**src/rtl/rom_loader_pkg.sv**
```systemverilog
// rtl/rom_loader_pkg.sv - shared loader states and memory geometry constants
package rom_loader_pkg;

    // Stream side delivers bytes; the target RAM stores 16-bit words.
    localparam int BYTE_WIDTH    = 8;
    localparam int WORD_WIDTH    = 16;
    localparam int DEFAULT_DEPTH = 16384;

    // Loader sequencing: one high byte, one low byte, one write cycle per word.
    typedef enum logic [2:0] {
        ST_IDLE    = 3'd0,
        ST_LOAD_HI = 3'd1,
        ST_LOAD_LO = 3'd2,
        ST_WRITE   = 3'd3,
        ST_DONE    = 3'd4
    } loader_state_e;

    // Words arrive big-endian: the first byte of each pair is the high byte.
    function automatic logic [WORD_WIDTH-1:0] pack_word(
        input logic [BYTE_WIDTH-1:0] hi,
        input logic [BYTE_WIDTH-1:0] lo
    );
        return {hi, lo};
    endfunction

endpackage

```
**src/rtl/rom_loader.sv**
```systemverilog
// rtl/rom_loader.sv - byte-stream to 16-bit RAM image loader with CPU reset hold
module rom_loader
    import rom_loader_pkg::*;
#(
    parameter int DEPTH         = DEFAULT_DEPTH,
    parameter int ADDRESS_WIDTH = $clog2(DEPTH)
) (
    input  logic                     clk,
    input  logic                     reset,
    input  logic                     start,
    input  logic [BYTE_WIDTH-1:0]    in_data,
    input  logic                     in_valid,
    output logic                     in_ready,
    output logic [ADDRESS_WIDTH-1:0] mem_addr,
    output logic [WORD_WIDTH-1:0]    mem_din,
    output logic                     mem_we,
    output logic                     busy,
    output logic                     done,
    output logic                     cpu_reset
);

    // Address of the final word; the counter stops here instead of wrapping,
    // which matters when DEPTH is not a power of two.
    localparam logic [ADDRESS_WIDTH-1:0] LAST_ADDR = ADDRESS_WIDTH'(DEPTH - 1);

    loader_state_e             state_q;
    logic [ADDRESS_WIDTH-1:0]  counter_q;
    logic [BYTE_WIDTH-1:0]     hi_q;
    logic                      in_ready_q;
    logic [ADDRESS_WIDTH-1:0]  mem_addr_q;
    logic [WORD_WIDTH-1:0]     mem_din_q;
    logic                      mem_we_q;
    logic                      busy_q;
    logic                      done_q;
    logic                      cpu_reset_q;

    // A byte moves only when both sides agree; in_ready_q is a flop, so there
    // is no combinational path from in_valid back to in_ready.
    logic byte_xfer;
    assign byte_xfer = in_valid & in_ready_q;

    // Loader FSM; every output is registered alongside the state it belongs to.
    // The low byte is not kept separately: it goes straight into mem_din_q on
    // the transfer edge, so the word is complete during the WRITE cycle.
    always_ff @(posedge clk or posedge reset) begin
        if (reset) begin
            state_q     <= ST_IDLE;
            counter_q   <= '0;
            hi_q        <= '0;
            in_ready_q  <= 1'b0;
            mem_addr_q  <= '0;
            mem_din_q   <= '0;
            mem_we_q    <= 1'b0;
            busy_q      <= 1'b0;
            done_q      <= 1'b0;
            cpu_reset_q <= 1'b1;
        end else begin
            case (state_q)
                ST_IDLE, ST_DONE: begin
                    if (start) begin
                        state_q     <= ST_LOAD_HI;
                        counter_q   <= '0;
                        in_ready_q  <= 1'b1;
                        busy_q      <= 1'b1;
                        done_q      <= 1'b0;
                        cpu_reset_q <= 1'b1;
                    end
                end

                ST_LOAD_HI: begin
                    if (byte_xfer) begin
                        hi_q    <= in_data;
                        state_q <= ST_LOAD_LO;
                    end
                end

                ST_LOAD_LO: begin
                    if (byte_xfer) begin
                        state_q    <= ST_WRITE;
                        in_ready_q <= 1'b0;
                        mem_we_q   <= 1'b1;
                        mem_addr_q <= counter_q;
                        mem_din_q  <= pack_word(hi_q, in_data);
                    end
                end

                ST_WRITE: begin
                    mem_we_q <= 1'b0;
                    if (counter_q == LAST_ADDR) begin
                        state_q     <= ST_DONE;
                        busy_q      <= 1'b0;
                        done_q      <= 1'b1;
                        cpu_reset_q <= 1'b0;
                    end else begin
                        state_q    <= ST_LOAD_HI;
                        counter_q  <= counter_q + ADDRESS_WIDTH'(1);
                        in_ready_q <= 1'b1;
                    end
                end

                default: begin
                    state_q     <= ST_IDLE;
                    in_ready_q  <= 1'b0;
                    mem_we_q    <= 1'b0;
                    busy_q      <= 1'b0;
                    done_q      <= 1'b0;
                    cpu_reset_q <= 1'b1;
                end
            endcase
        end
    end

    assign in_ready  = in_ready_q;
    assign mem_addr  = mem_addr_q;
    assign mem_din   = mem_din_q;
    assign mem_we    = mem_we_q;
    assign busy      = busy_q;
    assign done      = done_q;
    assign cpu_reset = cpu_reset_q;

endmodule

```
**config.mk**
```make
export PLATFORM = sky130hd
export DESIGN_NAME = rom_loader
export DESIGN_NICKNAME = d
export VERILOG_FILES = /design/src/rtl/rom_loader_pkg.sv /design/src/rtl/rom_loader.sv
export SDC_FILE = /design/constraint.sdc
export NUM_CORES = 1
export LEC_CHECK = 0
export CAP_MARGIN = 40
export CORE_MARGIN = 8
export CORE_UTILIZATION = 45
export DETAILED_ROUTE_END_ITERATION = 8
export DONT_BUFFER_PORTS = 1
export PLACE_DENSITY_LB_ADDON = 0.15
export SLEW_MARGIN = 20
export SYNTH_ARGS = -nofsm -noshare
export SYNTH_HDL_FRONTEND = slang
export SYNTH_SLANG_ARGS = --single-unit
```
**constraint.sdc**
```tcl
create_clock -name clk -period 3.7 [get_ports clk]
set_clock_uncertainty 0.05 [all_clocks]
set_input_delay 0.925 -clock clk [delete_from_list [all_inputs] [get_ports clk]]
set_output_delay 0.925 -clock clk [all_outputs]
set_load 0.02 [all_outputs]
```
==> flow_summary.json <==
{
  "synthCells": 218,
  "synthDistinctLibCells": 47,
  "synth_async_sr_flop_share_pct": 100,
  "syn-cell-area_sq_um": 2680,
  "detailed_route_vias_per_instance": 5.89,
  "clk_latency_ns": 0.34,
  "max_slew_margin_pct": 64.8,
  "drt-initial-drc-count": 166,
  "remaining_drc_errors": 0,
  "period_minus_ws_final_ns": 2.08,
  "cts_max_level": 3,
  "via_count": 1773,
  "pin_count_of_the_biggest_net_entering_global_routing": 38,
  "io_buffers": 0,
  "cell_internal_pwr_mw": 1.64,
  "tritoncts": "built",
  "first_global_vias": 1871,
  "ctsLongestPathBuffers": 2,
  "critical_path_required_ns": 3.84,
  "die-height_um": 93.2,
  "initial_core_util_pct": 45.9,
  "yosys_most_used_dff": "dfrtp_1",
  "cts-root-buf": "clkbuf_8",
  "rsz0062_at_grt": "false",
  "finish.utilization_pct": 51.6,
  "fin_total_pwr_mw": 2.53,
  "final_max_slew_viol_count": 0,
  "floorplan.core_area_sq_um": 5850,
  "totalWireLength_mm": 5.68,
  "power_density_nw_per_um2": 840,
  "fillCellCount": 501,
  "post_drt_wl_per_cell_um": 18.9,
  "path_clk_slew_ns": 0.07,
  "yosysSeqAreaShare_pct": 56.0,
  "status": "completed",
  "post_cts.repair.setup_buffers": 0,
  "syn-mean-instance-area_sq_um": 12.3,
  "clkPwrFrac_pct": 29.2,
  "layout-area-overhead-vs-synth_pct": 12.4,
  "setup.worst_path.class": "register to register",
  "ctsHoldBuffers": 0,
  "fp-row-count": 28,
  "mostFrequentLayoutCells": "dfrtp_1, mux2_2, nand2_1, clkbuf_8",
  "synth_edf_count": 0,
  "global_route_wire_length_before_repair_mm": 9.55,
  "number_of_violations_of_the_max_capacitance_limit": 0,
  "layout_worst_path_cycle_share_pct": 56.1,
  "ios": 47,
  "dpl.hpwl_mm": 3.84,
  "timing.critical_path.slowest_stage_cell": "or4_4",
  "area_enclosed_by_the_die_boundary_sq_um": 8690,
  "power.net_switching_uw": 892,
  "finalSetupViolations": 0,
  "cp-start-kind": "register",
  "end_kind": "register",
  "fp.dieW_um": 93.2,
  "ys_ff_latch": 60,
  "numCtsBuffers": 9,
  "drive_gt1_share_pct": 30.5,
  "count_of_final_hold_check_violations": 0,
  "total_leakage_power_nw": 1.35,
  "setup_tns_ns": 0,
  "power.share.combinational_pct": 19.2,
  "cts-resized-gates": 0,
  "globalRouteOverflowTotal": 0,
  "clock_sinks": 60,
  "grt_usage_pct": 14.0,
  "fin_hold_ws_ns": 0.271,
  "wl_met3_um": 473,
  "drt.antenna.violating_nets": 0,
  "mappedNetlistNets": 231,
  "antennaDiodeCount": 0,
  "route.met2.wl_mm": 2.74,
  "part_of_the_power_in_registers_pct": 51.6,
  "first_pass_iters": 4,
  "gp_congestion": 0.844,
  "routed.top_layer": "met4",
  "met1_wl_mm": 2.38,
  "nets": 234,
  "mostFrequentLayoutCell": "dfrtp_1",
  "switching_share_pct": 35.2,
  "power.ir.vdd_worst_v": 0.000399,
  "antenna_violations_before_repair": 0,
  "critical_path_arrival_ns": 2.22,
  "cp_cell_sequence": "ha_1 -> nand3_2 -> or4_4 -> nand2_1 -> o221ai_1",
  "tightest_slew_ns": 0.528,
  "min-delay-path-class": "input pin to async pin",
  "yosysWarnings": 0,
  "max_stage_delay_ns": 0.66,
  "clock.fmax_mhz": 482,
  "path_max_fanout": 12
}
==> state kept, by name, summed over array words and instances (netlist names) <==
name,count
busy,1
counter_q,14
cpu_reset,1
done,1
hi_q,8
in_ready,1
mem_addr,14
mem_din,16
mem_we,1
state_q,3
==> logic make-up after synthesis <==
family / Yosys count / share of synthesized area [%]
flops: 60 / 56.0
fa+ha+maj: 1 / 0.466
xor+xnor: 2 / 0.653
simple gates: 50 / 11.9
mux: 39 / 16.3
compound gates: 43 / 10.8
buf+inv: 23 / 3.87
==> cell usage after synthesis (all sizes together) (2+ instances only) <==
library cell  instances  area [sq um]
or3                   2          12.5
inv                  10          37.5
clkbuf                4          15.0
nand3                10          55.1
nand2                13          48.8
nand4                 5          52.6
a21o                  2          15.0
nor3                  2          10.0
and3                  4          25.0
nor2                  4          15.0
buf                   9          51.3
a21oi                 6          30.0
o221ai                3          26.3
o211ai                4          30.0
mux2                 38           428
a31oi                 7          43.8
o21ai                 8          40.0
and4                  2          17.5
a22oi                 2          15.0
o22ai                 2          12.5
dfrtp                59          1480
nor4                  2          33.8
or4                   2          18.8
a31o                  3          26.3
==> through the flow <==
| step | cells | instance area, sq um | setup WS (ns) |
|---|---|---|---|
| floorplan | 218 | 2680 | 1.24 |
| global placement | 283 | 2740 | 1.47 |
| detailed placement | 283 | 2740 | 1.54 |
| CTS | 299 | 2990 | 1.59 |
| global route | 301 | 3020 | 1.53 |
| finish | 301 | 3020 | 1.62 |
==> area by class of cell <==
| class | instances | area, sq um | area share (%) |
|---|---|---|---|
| Timing Repair Buffer | 5 | 50.0 | 1.66 |
| Multi-Input combinational cell | 135 | 1080 | 35.9 |
| Inverter | 10 | 37.5 | 1.24 |
| Clock buffer | 12 | 155 | 5.14 |
| Sequential cell | 60 | 1500 | 49.8 |
| Tap cell | 75 | 93.8 | 3.11 |
| Clock inverter | 4 | 95.1 | 3.15 |
==> worst paths after layout <==
path	startpoint	endpoint	cells past startpoint	slack, ns
max in group asynchronous	reset	mem_addr[10]$_DFFE_PP0P_	3	2.60
worst max-delay path	counter_q[0]$_DFFE_PP0P_	counter_q[8]$_DFFE_PP0P_	5	1.62
worst max register to register	counter_q[0]$_DFFE_PP0P_	counter_q[8]$_DFFE_PP0P_	5	1.62
min in group clk	hi_q[0]$_DFFE_PP0P_	hi_q[0]$_DFFE_PP0P_	1	0.46
worst min register to register	hi_q[0]$_DFFE_PP0P_	hi_q[0]$_DFFE_PP0P_	1	0.46
worst min-delay path	reset	mem_din[6]$_DFFE_PP0P_	1	0.27
==> routing by layer <==
layer  up-vias  global-route usage [%]
met5         -                       0
met2        50                    22.0
met3         9                    4.97
met4         0                    7.65
met1       903                    16.3
li1        811                       -
==> critical path, delay by kind of cell (launching register included) <==
family	cells	cell delay, ns
simple gates	3	1.08
flops	1	0.41
fa+ha+maj	1	0.24
compound gates	1	0.16
==> power by group through the flow <==
stage / registers (mW) / logic, mW / clock network [mW]
after global routing: 1.35 / 0.543 / 0.775
final: 1.31 / 0.486 / 0.740
after detailed placement: 1.33 / 0.481 / 0
after global placement: 1.31 / 0.458 / 0
after floorplan: 1.22 / 0.436 / 0
after CTS: 1.32 / 0.481 / 0.755
Note: power is estimated with default switching activity, not from simulation.
